File: config.mk
export PLATFORM = sky130hd
export DESIGN_NAME = dm_secded_seq
export DESIGN_NICKNAME = d
export VERILOG_FILES = /design/src/rtl/secded_pkg.sv /design/src/rtl/secded_classify.sv /design/src/rtl/dm_secded_seq.sv
export SDC_FILE = /design/constraint.sdc
export NUM_CORES = 1
export LEC_CHECK = 0
export CAP_MARGIN = 10
export CORE_ASPECT_RATIO = 0.8
export CORE_UTILIZATION = 50
export DETAILED_ROUTE_END_ITERATION = 8
export PLACE_DENSITY_LB_ADDON = 0.05
export RECOVER_POWER = 50
export SLEW_MARGIN = 20
export SYNTH_ARGS = -nofsm -noshare
export SYNTH_HDL_FRONTEND = slang
export SYNTH_SLANG_ARGS = --single-unit
File: constraint.sdc
create_clock -name i_clk -period 3.9 [get_ports i_clk]
set_input_delay 0.78 -clock i_clk [delete_from_list [all_inputs] [get_ports i_clk]]
set_output_delay 0.78 -clock i_clk [all_outputs]
set_load 0.01 [all_outputs]
File: src/rtl/secded_pkg.sv
// Shared definitions for the SECDED block sequencer.
//   - FSM state enum
//   - classifier code and status flag constants
//   - Hamming(16,11) data-bit position table and helpers
package secded_pkg;

    typedef enum logic [2:0] {
        StIdle,
        StRdLo,
        StRdHi,
        StCapt,
        StEval,
        StWrLo,
        StWrHi,
        StDone
    } state_e;

    localparam logic [3:0] CODE_CLEAN = 4'd0;
    localparam logic [3:0] CODE_PAR   = 4'd12;
    localparam logic [3:0] CODE_DBL   = 4'd13;

    localparam logic [1:0] FLAG_OK  = 2'b00;
    localparam logic [1:0] FLAG_FIX = 2'b01;
    localparam logic [1:0] FLAG_DBL = 2'b10;

    localparam int NUM_DATA = 11;

    // Codeword bit position of data bit d(k+1).
    localparam logic [3:0] DATA_POS [NUM_DATA] = '{
        4'd3, 4'd5, 4'd6, 4'd7, 4'd9, 4'd10, 4'd11, 4'd12, 4'd13, 4'd14, 4'd15
    };

    function automatic logic [10:0] extract_data(input logic [15:0] cw);
        logic [10:0] d;
        d = '0;
        for (int k = 0; k < NUM_DATA; k++) begin
            d[k] = cw[DATA_POS[k]];
        end
        return d;
    endfunction

    function automatic logic [1:0] code_to_flag(input logic [3:0] code);
        if (code == CODE_CLEAN) begin
            return FLAG_OK;
        end else if (code == CODE_DBL) begin
            return FLAG_DBL;
        end
        return FLAG_FIX;
    endfunction

endpackage

File: src/rtl/secded_classify.sv
// Combinational SECDED classifier.
//   i_parity   : overall parity of the 16-bit codeword
//   i_syndrome : XOR of set bit positions 1..15
//   o_code     : 0 clean, 1..11 flipped data bit, 12 parity-only, 13 double error
module secded_classify
    import secded_pkg::*;
(
    input  logic       i_parity,
    input  logic [3:0] i_syndrome,
    output logic [3:0] o_code
);

    always_comb begin
        o_code = CODE_PAR;
        if (!i_parity) begin
            o_code = (i_syndrome == 4'd0) ? CODE_CLEAN : CODE_DBL;
        end else begin
            // Syndromes 0,1,2,4,8 match no data position and stay CODE_PAR.
            for (int k = 0; k < NUM_DATA; k++) begin
                if (DATA_POS[k] == i_syndrome) begin
                    o_code = 4'(k + 1);
                end
            end
        end
    end

endmodule

File: src/rtl/dm_secded_seq.sv
// Data-memory SECDED sequencer: reads NWORDS Hamming(16,11) codewords (two bytes each, LSB
// first) from IN_BASE, corrects single-bit errors, and writes {flag, data} as two bytes to
// OUT_BASE. Optional macro SECDED_STATS_EN enables the corrected/uncorrectable counters.
//   i_clk, i_rst_n       : clock, asynchronous active-low reset
//   i_start              : begin a run (sampled only when idle)
//   o_busy, o_done       : busy in every non-idle state; one-cycle end-of-run pulse
//   o_mem_addr/_wr_en/_wr_data, i_mem_rd_data : data-memory port (synchronous read)
//   o_sgl_cnt, o_dbl_cnt : corrected / uncorrectable word counts of the last run
module dm_secded_seq
    import secded_pkg::*;
#(
    parameter int unsigned W        = 8,
    parameter int unsigned NWORDS   = 15,
    parameter int unsigned IN_BASE  = 30,
    parameter int unsigned OUT_BASE = 0,
    localparam int unsigned CW      = $clog2(NWORDS + 1)
) (
    input  logic          i_clk,
    input  logic          i_rst_n,
    input  logic          i_start,
    output logic          o_busy,
    output logic          o_done,
    output logic [W-1:0]  o_mem_addr,
    output logic          o_mem_wr_en,
    output logic [W-1:0]  o_mem_wr_data,
    input  logic [W-1:0]  i_mem_rd_data,
    output logic [CW-1:0] o_sgl_cnt,
    output logic [CW-1:0] o_dbl_cnt
);

    state_e       r_state;
    logic         r_busy;
    logic         r_done;
    logic         r_we;
    logic [W-1:0] r_addr;
    logic [W-1:0] r_wdata;
    logic [6:0]   r_idx;
    logic [7:0]   r_lo;
    logic [7:0]   r_hi;
    logic [7:0]   r_out_hi;

    logic [15:0]  w_cw;
    logic [3:0]   w_syn;
    logic         w_par;
    logic [3:0]   w_code;
    logic [1:0]   w_flag;
    logic [10:0]  w_data;
    logic [7:0]   w_out_lo;
    logic [7:0]   w_out_hi;
    logic [6:0]   w_idx_nxt;
    logic [W-1:0] w_wr_base;
    logic [W-1:0] w_rd_next;

    assign w_cw = {r_hi, r_lo};

    always_comb begin
        w_syn = 4'd0;
        for (int k = 1; k < 16; k++) begin
            if (w_cw[k]) begin
                w_syn = w_syn ^ 4'(k);
            end
        end
    end

    assign w_par = ^w_cw;

    secded_classify u_classify (
        .i_parity   (w_par),
        .i_syndrome (w_syn),
        .o_code     (w_code)
    );

    assign w_flag = code_to_flag(w_code);

    always_comb begin
        w_data = extract_data(w_cw);
        if (w_code >= 4'd1 && w_code <= 4'd11) begin
            w_data[w_code - 4'd1] = ~w_data[w_code - 4'd1];
        end
    end

    assign w_out_lo  = w_data[7:0];
    assign w_out_hi  = {w_flag, 3'b000, w_data[10:8]};

    // Addresses wrap modulo 2^W through truncation.
    assign w_idx_nxt = r_idx + 7'd1;
    assign w_wr_base = W'(OUT_BASE) + W'({r_idx, 1'b0});
    assign w_rd_next = W'(IN_BASE) + W'({w_idx_nxt, 1'b0});

    always_ff @(posedge i_clk or negedge i_rst_n) begin
        if (!i_rst_n) begin
            r_state  <= StIdle;
            r_busy   <= 1'b0;
            r_done   <= 1'b0;
            r_we     <= 1'b0;
            r_addr   <= '0;
            r_wdata  <= '0;
            r_idx    <= '0;
            r_lo     <= '0;
            r_hi     <= '0;
            r_out_hi <= '0;
        end else begin
            r_done <= 1'b0;
            unique case (r_state)
                StIdle: begin
                    if (i_start) begin
                        r_state <= StRdLo;
                        r_busy  <= 1'b1;
                        r_idx   <= '0;
                        r_addr  <= W'(IN_BASE);
                    end
                end
                StRdLo: begin
                    r_state <= StRdHi;
                    r_addr  <= r_addr + W'(1);
                end
                StRdHi: begin
                    r_state <= StCapt;
                    r_lo    <= i_mem_rd_data[7:0];
                end
                StCapt: begin
                    r_state <= StEval;
                    r_hi    <= i_mem_rd_data[7:0];
                end
                StEval: begin
                    // Low byte goes straight out; high byte is held for the next write.
                    r_state  <= StWrLo;
                    r_we     <= 1'b1;
                    r_addr   <= w_wr_base;
                    r_wdata  <= W'(w_out_lo);
                    r_out_hi <= w_out_hi;
                end
                StWrLo: begin
                    r_state <= StWrHi;
                    r_addr  <= r_addr + W'(1);
                    r_wdata <= W'(r_out_hi);
                end
                StWrHi: begin
                    r_we    <= 1'b0;
                    r_wdata <= '0;
                    if (r_idx == 7'(NWORDS - 1)) begin
                        r_state <= StDone;
                        r_done  <= 1'b1;
                    end else begin
                        r_state <= StRdLo;
                        r_idx   <= w_idx_nxt;
                        r_addr  <= w_rd_next;
                    end
                end
                StDone: begin
                    r_state <= StIdle;
                    r_busy  <= 1'b0;
                end
                default: begin
                    r_state <= StIdle;
                    r_busy  <= 1'b0;
                end
            endcase
        end
    end

    assign o_busy        = r_busy;
    assign o_done        = r_done;
    assign o_mem_addr    = r_addr;
    assign o_mem_wr_en   = r_we;
    assign o_mem_wr_data = r_wdata;

`ifdef SECDED_STATS_EN
    logic [CW-1:0] r_sgl;
    logic [CW-1:0] r_dbl;

    always_ff @(posedge i_clk or negedge i_rst_n) begin
        if (!i_rst_n) begin
            r_sgl <= '0;
            r_dbl <= '0;
        end else if (r_state == StIdle && i_start) begin
            r_sgl <= '0;
            r_dbl <= '0;
        end else if (r_state == StEval) begin
            if (w_flag == FLAG_FIX && r_sgl != CW'(NWORDS)) begin
                r_sgl <= r_sgl + CW'(1);
            end
            if (w_flag == FLAG_DBL && r_dbl != CW'(NWORDS)) begin
                r_dbl <= r_dbl + CW'(1);
            end
        end
    end

    assign o_sgl_cnt = r_sgl;
    assign o_dbl_cnt = r_dbl;
`else
    assign o_sgl_cnt = '0;
    assign o_dbl_cnt = '0;
`endif

endmodule

; Word-level counts from Yosys, hierarchy flattened
; Index checks and enable logic that the tools add are counted.
; Widths: inputs -> output; s select.
[classes]
addsub = 4
n_mul = 0
div_mod_pow = 0
n_lt_le_gt_ge = 4
eq_ne = 22
shift = 0
muxes = 54
bitwise_logic = 15
n_reduce_logical = 15
[op_table]
columns = op, n
row1 = $mux 4, 21
row2 = $pmux 8 s4, 1
row3 = $eq 4x4->1 const A, 7
row4 = $pmux 3 s8, 1
row5 = $pmux 8 s3, 1
row6 = $mux 3, 6
row7 = $mux 8, 2
row8 = $reduce_xor 16->1, 1
row9 = $mux 7, 2
row10 = $pmux 7 s2, 1
row11 = $eq 3x3->1 const B, 4
row12 = $eq 3x4->1 const A, 3
row13 = $not 2->2, 6
row14 = $not 3->3, 4
row15 = $bwmux 11, 1
row16 = $mux 11, 1
row17 = $mux 2, 5
row18 = $add 5x8->8 const A, 1
row19 = $add 8x1->8 const B, 1
row20 = $ge 4x1->1 const B, 2
row21 = $logic_not 4->1, 2
row22 = $mux 1, 8
row23 = $add 7x1->7 const B, 1
row24 = $eq 7x4->1 const B, 1
row25 = other kinds (22), 31
[word_totals]
ff_bits = 50
latchBits = 0
ramBits = 0
rom_bits = 0
output_inout_bits = 27
wordCells = 124
memories = 0

; Depth between registers and ports, before layout
; Gate-level depths: netlist (run 1).
[depth]
ltp_word = 47
mapped_depth = 15
ltp_nobuf = 15

; By module
; Synthesis (run 1) repeated with hierarchy kept, for this count alone.
[unflattened]
cells_unflattened = 381
hier_area_um2 = 3439.5
[by_module_without_submodules]
columns = module, instances, cells_each, area_each_um2, seq_area_each_um2
row1 = dm_secded_seq, 1, 355, 3268.1, 1251.2
row2 = secded_classify, 1, 26, 171.4, 0.0

; Worst setup path after synthesis (run 1)
; No wires, ideal clock.
[synth_timing]
path_kind = register to register
start = reg r_hi[2]
end = reg r_wdata[1], in the netlist o_mem_wr_data[1]
setup_time_ns = 0.095
t_arrival_ns = 3.250
t_required_ns = 3.805
slack_ns = 0.555
stages_incl_launch_ff = 12
synth_period_minus_slack_ns = 3.345
path_cell_list = dfrtp_1 > xnor2_1 > xnor2_2 > or3_1 > a21oi_1 > a2111oi_4 > a211o_2 > ha_1 > nor3_1 > nor2_1 > o31a_1 > o31ai_1
[synth_via]
elab_chain_cells = 32
[synth_lines]
columns = element, line
row1 = start: declaration, dm_secded_seq.sv:39  ; logic [7:0] r_hi;
row2 = start signal: assignment, dm_secded_seq.sv:123  ; r_hi <= i_mem_rd_data[7:0];
row3 = $mux 4, dm_secded_seq.sv:59  ; if (w_cw[k]) begin
row4 = $not 3->3 (no line), --
row5 = $mux 4, dm_secded_seq.sv:59
row6 = $not 2->2 (no line), --
row7 = $mux 4, dm_secded_seq.sv:59
row8 = $not 3->3 (no line), --
row9 = $mux 4, dm_secded_seq.sv:59
row10 = $not 3->3 (no line), --
row11 = [16 not listed], --
row12 = $sub 4x1->4, dm_secded_seq.sv:78  ; w_data[w_code - 4'd1] = ~w_data[w_code - 4'd1];
row13 = $lt 4x5->1 (implied by the code) or $ge 4x1->1 (tied branches), dm_secded_seq.sv:78
row14 = $logic_and 1x1->1 (implied by the code), dm_secded_seq.sv:78
row15 = $mux 1 (implied by the code), dm_secded_seq.sv:78
row16 = $demux 1 s4, dm_secded_seq.sv:78
row17 = $bwmux 11, dm_secded_seq.sv:78
row18 = $mux 11 (*), dm_secded_seq.sv:77  ; if (w_code >= 4'd1 && w_code <= 4'd11) begin
row19 = $pmux 8 s3 (*), dm_secded_seq.sv:104  ; unique case (r_state)
row20 = end signal: assignment, dm_secded_seq.sv:130  ; r_wdata <= W'(w_out_lo);
row21 = end signal: assignment, dm_secded_seq.sv:136  ; r_wdata <= W'(r_out_hi);
row22 = end: declaration, dm_secded_seq.sv:36  ; logic [W-1:0] r_wdata;
; Every way passes the cells marked *; elsewhere a longest branch is shown, timed or not. The select of a mux whose other input is x is not followed.
; A chain may end at the register's enable or synchronous reset.

; Final worst setup path (run 1)
[layout_timing]
start = reg r_lo[2]
end = reg r_wdata[5], in the netlist o_mem_wr_data[5]
[layout_via]
elab_chain_cells = 42
[layout_lines]
columns = element, line
row1 = start: declaration, dm_secded_seq.sv:38  ; logic [7:0] r_lo;
row2 = start signal: assignment, dm_secded_seq.sv:119  ; r_lo <= i_mem_rd_data[7:0];
row3 = $mux 2, dm_secded_seq.sv:59
row4 = $not 2->2 (no line), --
row5 = $mux 2, dm_secded_seq.sv:59
row6 = $mux 3 (2 in a row), dm_secded_seq.sv:59
row7 = $not 2->2 (no line), --
row8 = $mux 3, dm_secded_seq.sv:59
row9 = $not 3->3 (no line), --
row10 = $mux 3, dm_secded_seq.sv:59
row11 = [25 not listed], --
row12 = $sub 4x1->4, dm_secded_seq.sv:78
row13 = $lt 4x5->1 (implied by the code) or $ge 4x1->1 (tied branches), dm_secded_seq.sv:78
row14 = $logic_and 1x1->1 (implied by the code), dm_secded_seq.sv:78
row15 = $mux 1 (implied by the code), dm_secded_seq.sv:78
row16 = $demux 1 s4, dm_secded_seq.sv:78
row17 = $bwmux 11, dm_secded_seq.sv:78
row18 = $mux 11 (*), dm_secded_seq.sv:77
row19 = $pmux 8 s3 (*), dm_secded_seq.sv:104
; Marked as above.

==> impl_metrics.tcl, run 1 <==
set metrics [dict create \
    rows 27 \
    clock-sinks 50 \
    design_area_sq_um 4240 \
    die_h_um 79.5 \
    groute.usage.overall_pct 24.7 \
    crit_required_ps 4140 \
    grt_pass1_vias 2962 \
    dp_hpwl_um 7070 \
    synthTopCellsByArea "dfrtp_1, nand2_1, xnor2_1" \
    finalHoldViolCount 0 \
    worst_pin_slew_ps 2150 \
    yosysUniqueCellTypes 66 \
    port_buffers 29 \
    period_share_pct 93.5 \
    clockRootBuffer "clkbuf_8" \
    drive_gt1_share_pct 12.5 \
    whs_ps 492 \
    drc 0 \
    max_freq_mhz 274 \
    cts_buffers 5 \
    synth_common_cells "nand2_1, dfrtp_1, o21ai_0" \
    finalSetupTns_ps 0 \
    fill_cells 652 \
    yosysSeqAreaShare_pct 33.3 \
    dr_total_vias 3292 \
    cp-startpoint "r_lo[2]" \
    yosys.area.top_type "dfrtp_1" \
    clockBufferDepth 2 \
    synth_top_cell_area_share_pct 33.3 \
    yosysMostFrequentCell "nand2_1" \
    pin_count 38 \
    violations "max-capacitance violations, max-slew violations" \
    worst-path-max-fanout 7 \
    path_clk_slew_ps 100 \
    nets 474 \
    place_area_sq_um 4090 \
    rr_worst_depth 15 \
    htreeDepth 2 \
    synth_edf_count 0 \
    dr.pass1.iters 5 \
    drt_wl_total_um 9300 \
    cp-endpoint "o_mem_wr_data[5]" \
    die_width_um 98.9 \
    period_minus_slack_ps 3650 \
    crit_arrival_ps 3880 \
    grt.overflow.total 0 \
    synth_async_sr_flop_share_pct 100 \
    antenna_found_initial 0 \
    rsz0062_at_grt "false" \
    min_path_type "flop to flop" \
    dieArea_sq_um 7870 \
    postRouteAntennaNets 0 \
    regArea_sq_um 1250 \
    gp_congestion 0.961 \
    finalMaxSlewViolations 40 \
    reg2reg_from "r_lo[2]" \
    viasPerCell 6.06 \
    multi_input_area_sq_um 2390 \
    initial_core_util_pct 53.2 \
    critPathLaunchType "flop" \
    coreArea_sq_um 7060 \
    ys_warn_count 0 \
    fin_worst_skew_ps 6.59 \
    fin_util_pct 60.1 \
    crit_type "flop to flop" \
    grt_pass1_wl_um 15300 \
    clkLatencyLatePin_ps 300 \
    reg2reg_to "o_mem_wr_data[5]" \
    ys.flop_type "dfrtp_1" \
    status "complete, but fails checks" \
    grt_max_degree 40 \
    antenna_cells 0 \
    cts_tree "done" \
    dr.first_iter.drc_count 264 \
    setup_viol 0 \
    synth_cells 431 \
    rrSetupSlack_ps 250 \
    relSlewSlack_pct -43.6 \
    syn_area_sq_um 3760 \
    avgSynthCellArea_sq_um 8.72 \
    cp-end-kind "flop" \
    post_drt_wl_per_cell_um 17.1 \
    area_growth_pct 12.9 \
    synth-seq-cells 50 \
    cap_viol_max_count 1 \
]
stage by stage:
step / worst slack, ps / instances
floorplan: 555 / 438
global placement: 309 / 535
detailed placement: 286 / 535
CTS: 263 / 543
global route: 11.6 / 543
finish: 254 / 543
critical path: stages (launching register included):
cell and delay (ps):
dfrtp_1 420, xor2_1 410, xor2_2 210, xnor2_1 480
nand2_1 160, a32oi_1 250, a211o_2 250, inv_4 80
ha_1 210, nand2b_1 140, a21oi_1 120, o211ai_1 190
nand3_1 200, nor3_1 90, a211o_1 300, nand3_1 80
worst min path at each step:
| stage | slack [ps] | startpoint | depth (start not counted) | end |
|---|---|---|---|---|
| floorplan | 450 | r_out_hi[6] | 2 | r_out_hi[6] |
| global placement | 470 | o_mem_wr_data[3] | 2 | o_mem_wr_data[3] |
| detailed placement | 470 | o_mem_wr_data[3] | 2 | o_mem_wr_data[3] |
| CTS | 500 | o_mem_wr_data[3] | 2 | o_mem_wr_data[3] |
| global route | 520 | r_out_hi[6] | 2 | r_out_hi[6] |
| finish | 490 | o_mem_wr_data[3] | 2 | o_mem_wr_data[3] |
state kept, by name (all words and copies together), names as in the netlist:
name	count
o_busy	1
r_idx	7
r_lo	8
r_out_hi	5
o_mem_wr_data	8
o_mem_addr	8
r_state	3
r_hi	8
o_mem_wr_en	1
o_done	1
logic make-up after synthesis:
kind of cell	after synthesis	synth area share, %
AO/OA/AOI/OAI	114	21.2
multiplexers	18	5.93
flip-flops	50	33.3
other	1	0.0998
XOR/XNOR	40	11.0
adder cells (fa/ha/maj)	8	2.66
AND/OR/NAND/NOR	162	20.8
buffers and inverters	38	4.96
layout by cell type (no fill, tap or decap), drive strengths merged, types with 14 or more instances in the layout:
cell type / netlist / routed
a21oi: 21 / 21
clkdlybuf4s50: 0 / 27
dfrtp: 50 / 50
mux2: 14 / 14
nand2: 63 / 63
nand3: 24 / 24
nor2: 19 / 19
o21ai: 28 / 28
xnor2: 27 / 27
area by class of cell:
| type | instances | share of cell area (%) |
|---|---|---|
| sequential | 50 | 29.5 |
| inverter | 13 | 1.21 |
| tap | 87 | 2.57 |
| timing repair buffer | 35 | 7.67 |
| multi-input combinational | 350 | 56.4 |
| clock inverter | 3 | 1.03 |
| clock buffer | 5 | 1.62 |
timing repair:
item | 4_1_cts | 5_1_grt
setup endpoints to repair | 0 | 6
hold buffers | 0 | 0
resized for setup | 0 | 7
buffers inserted | 0 | 0
metal layers:
| metal | up-vias | global-route usage (%) | routed length [um] |
|---|---|---|---|
| met2 | 125 | 33.8 | 3770 |
| met3 | 4 | 3.85 | 691 |
| met5 | - | 0 | 0 |
| li1 | 1577 | - | - |
| met1 | 1586 | 40.3 | 4810 |
| met4 | 0 | 3.73 | 29 |
Power of run 1 is not shown: default switching activity piles up to over one toggle a cycle in this logic, so the estimate is an artifact.
==> run 2, diff against run 1 <==
--- a/config.mk
+++ b/config.mk
@@ -5,7 +5,6 @@
 export SDC_FILE = /design/constraint.sdc
 export NUM_CORES = 1
 export LEC_CHECK = 0
-export CAP_MARGIN = 10
 export CORE_ASPECT_RATIO = 0.8
 export CORE_UTILIZATION = 50
 export DETAILED_ROUTE_END_ITERATION = 8
==> results of run 2 <==
Final layout, timing and power as in run 1 (identical DEF).
Power of run 2 is left out for the same reason.
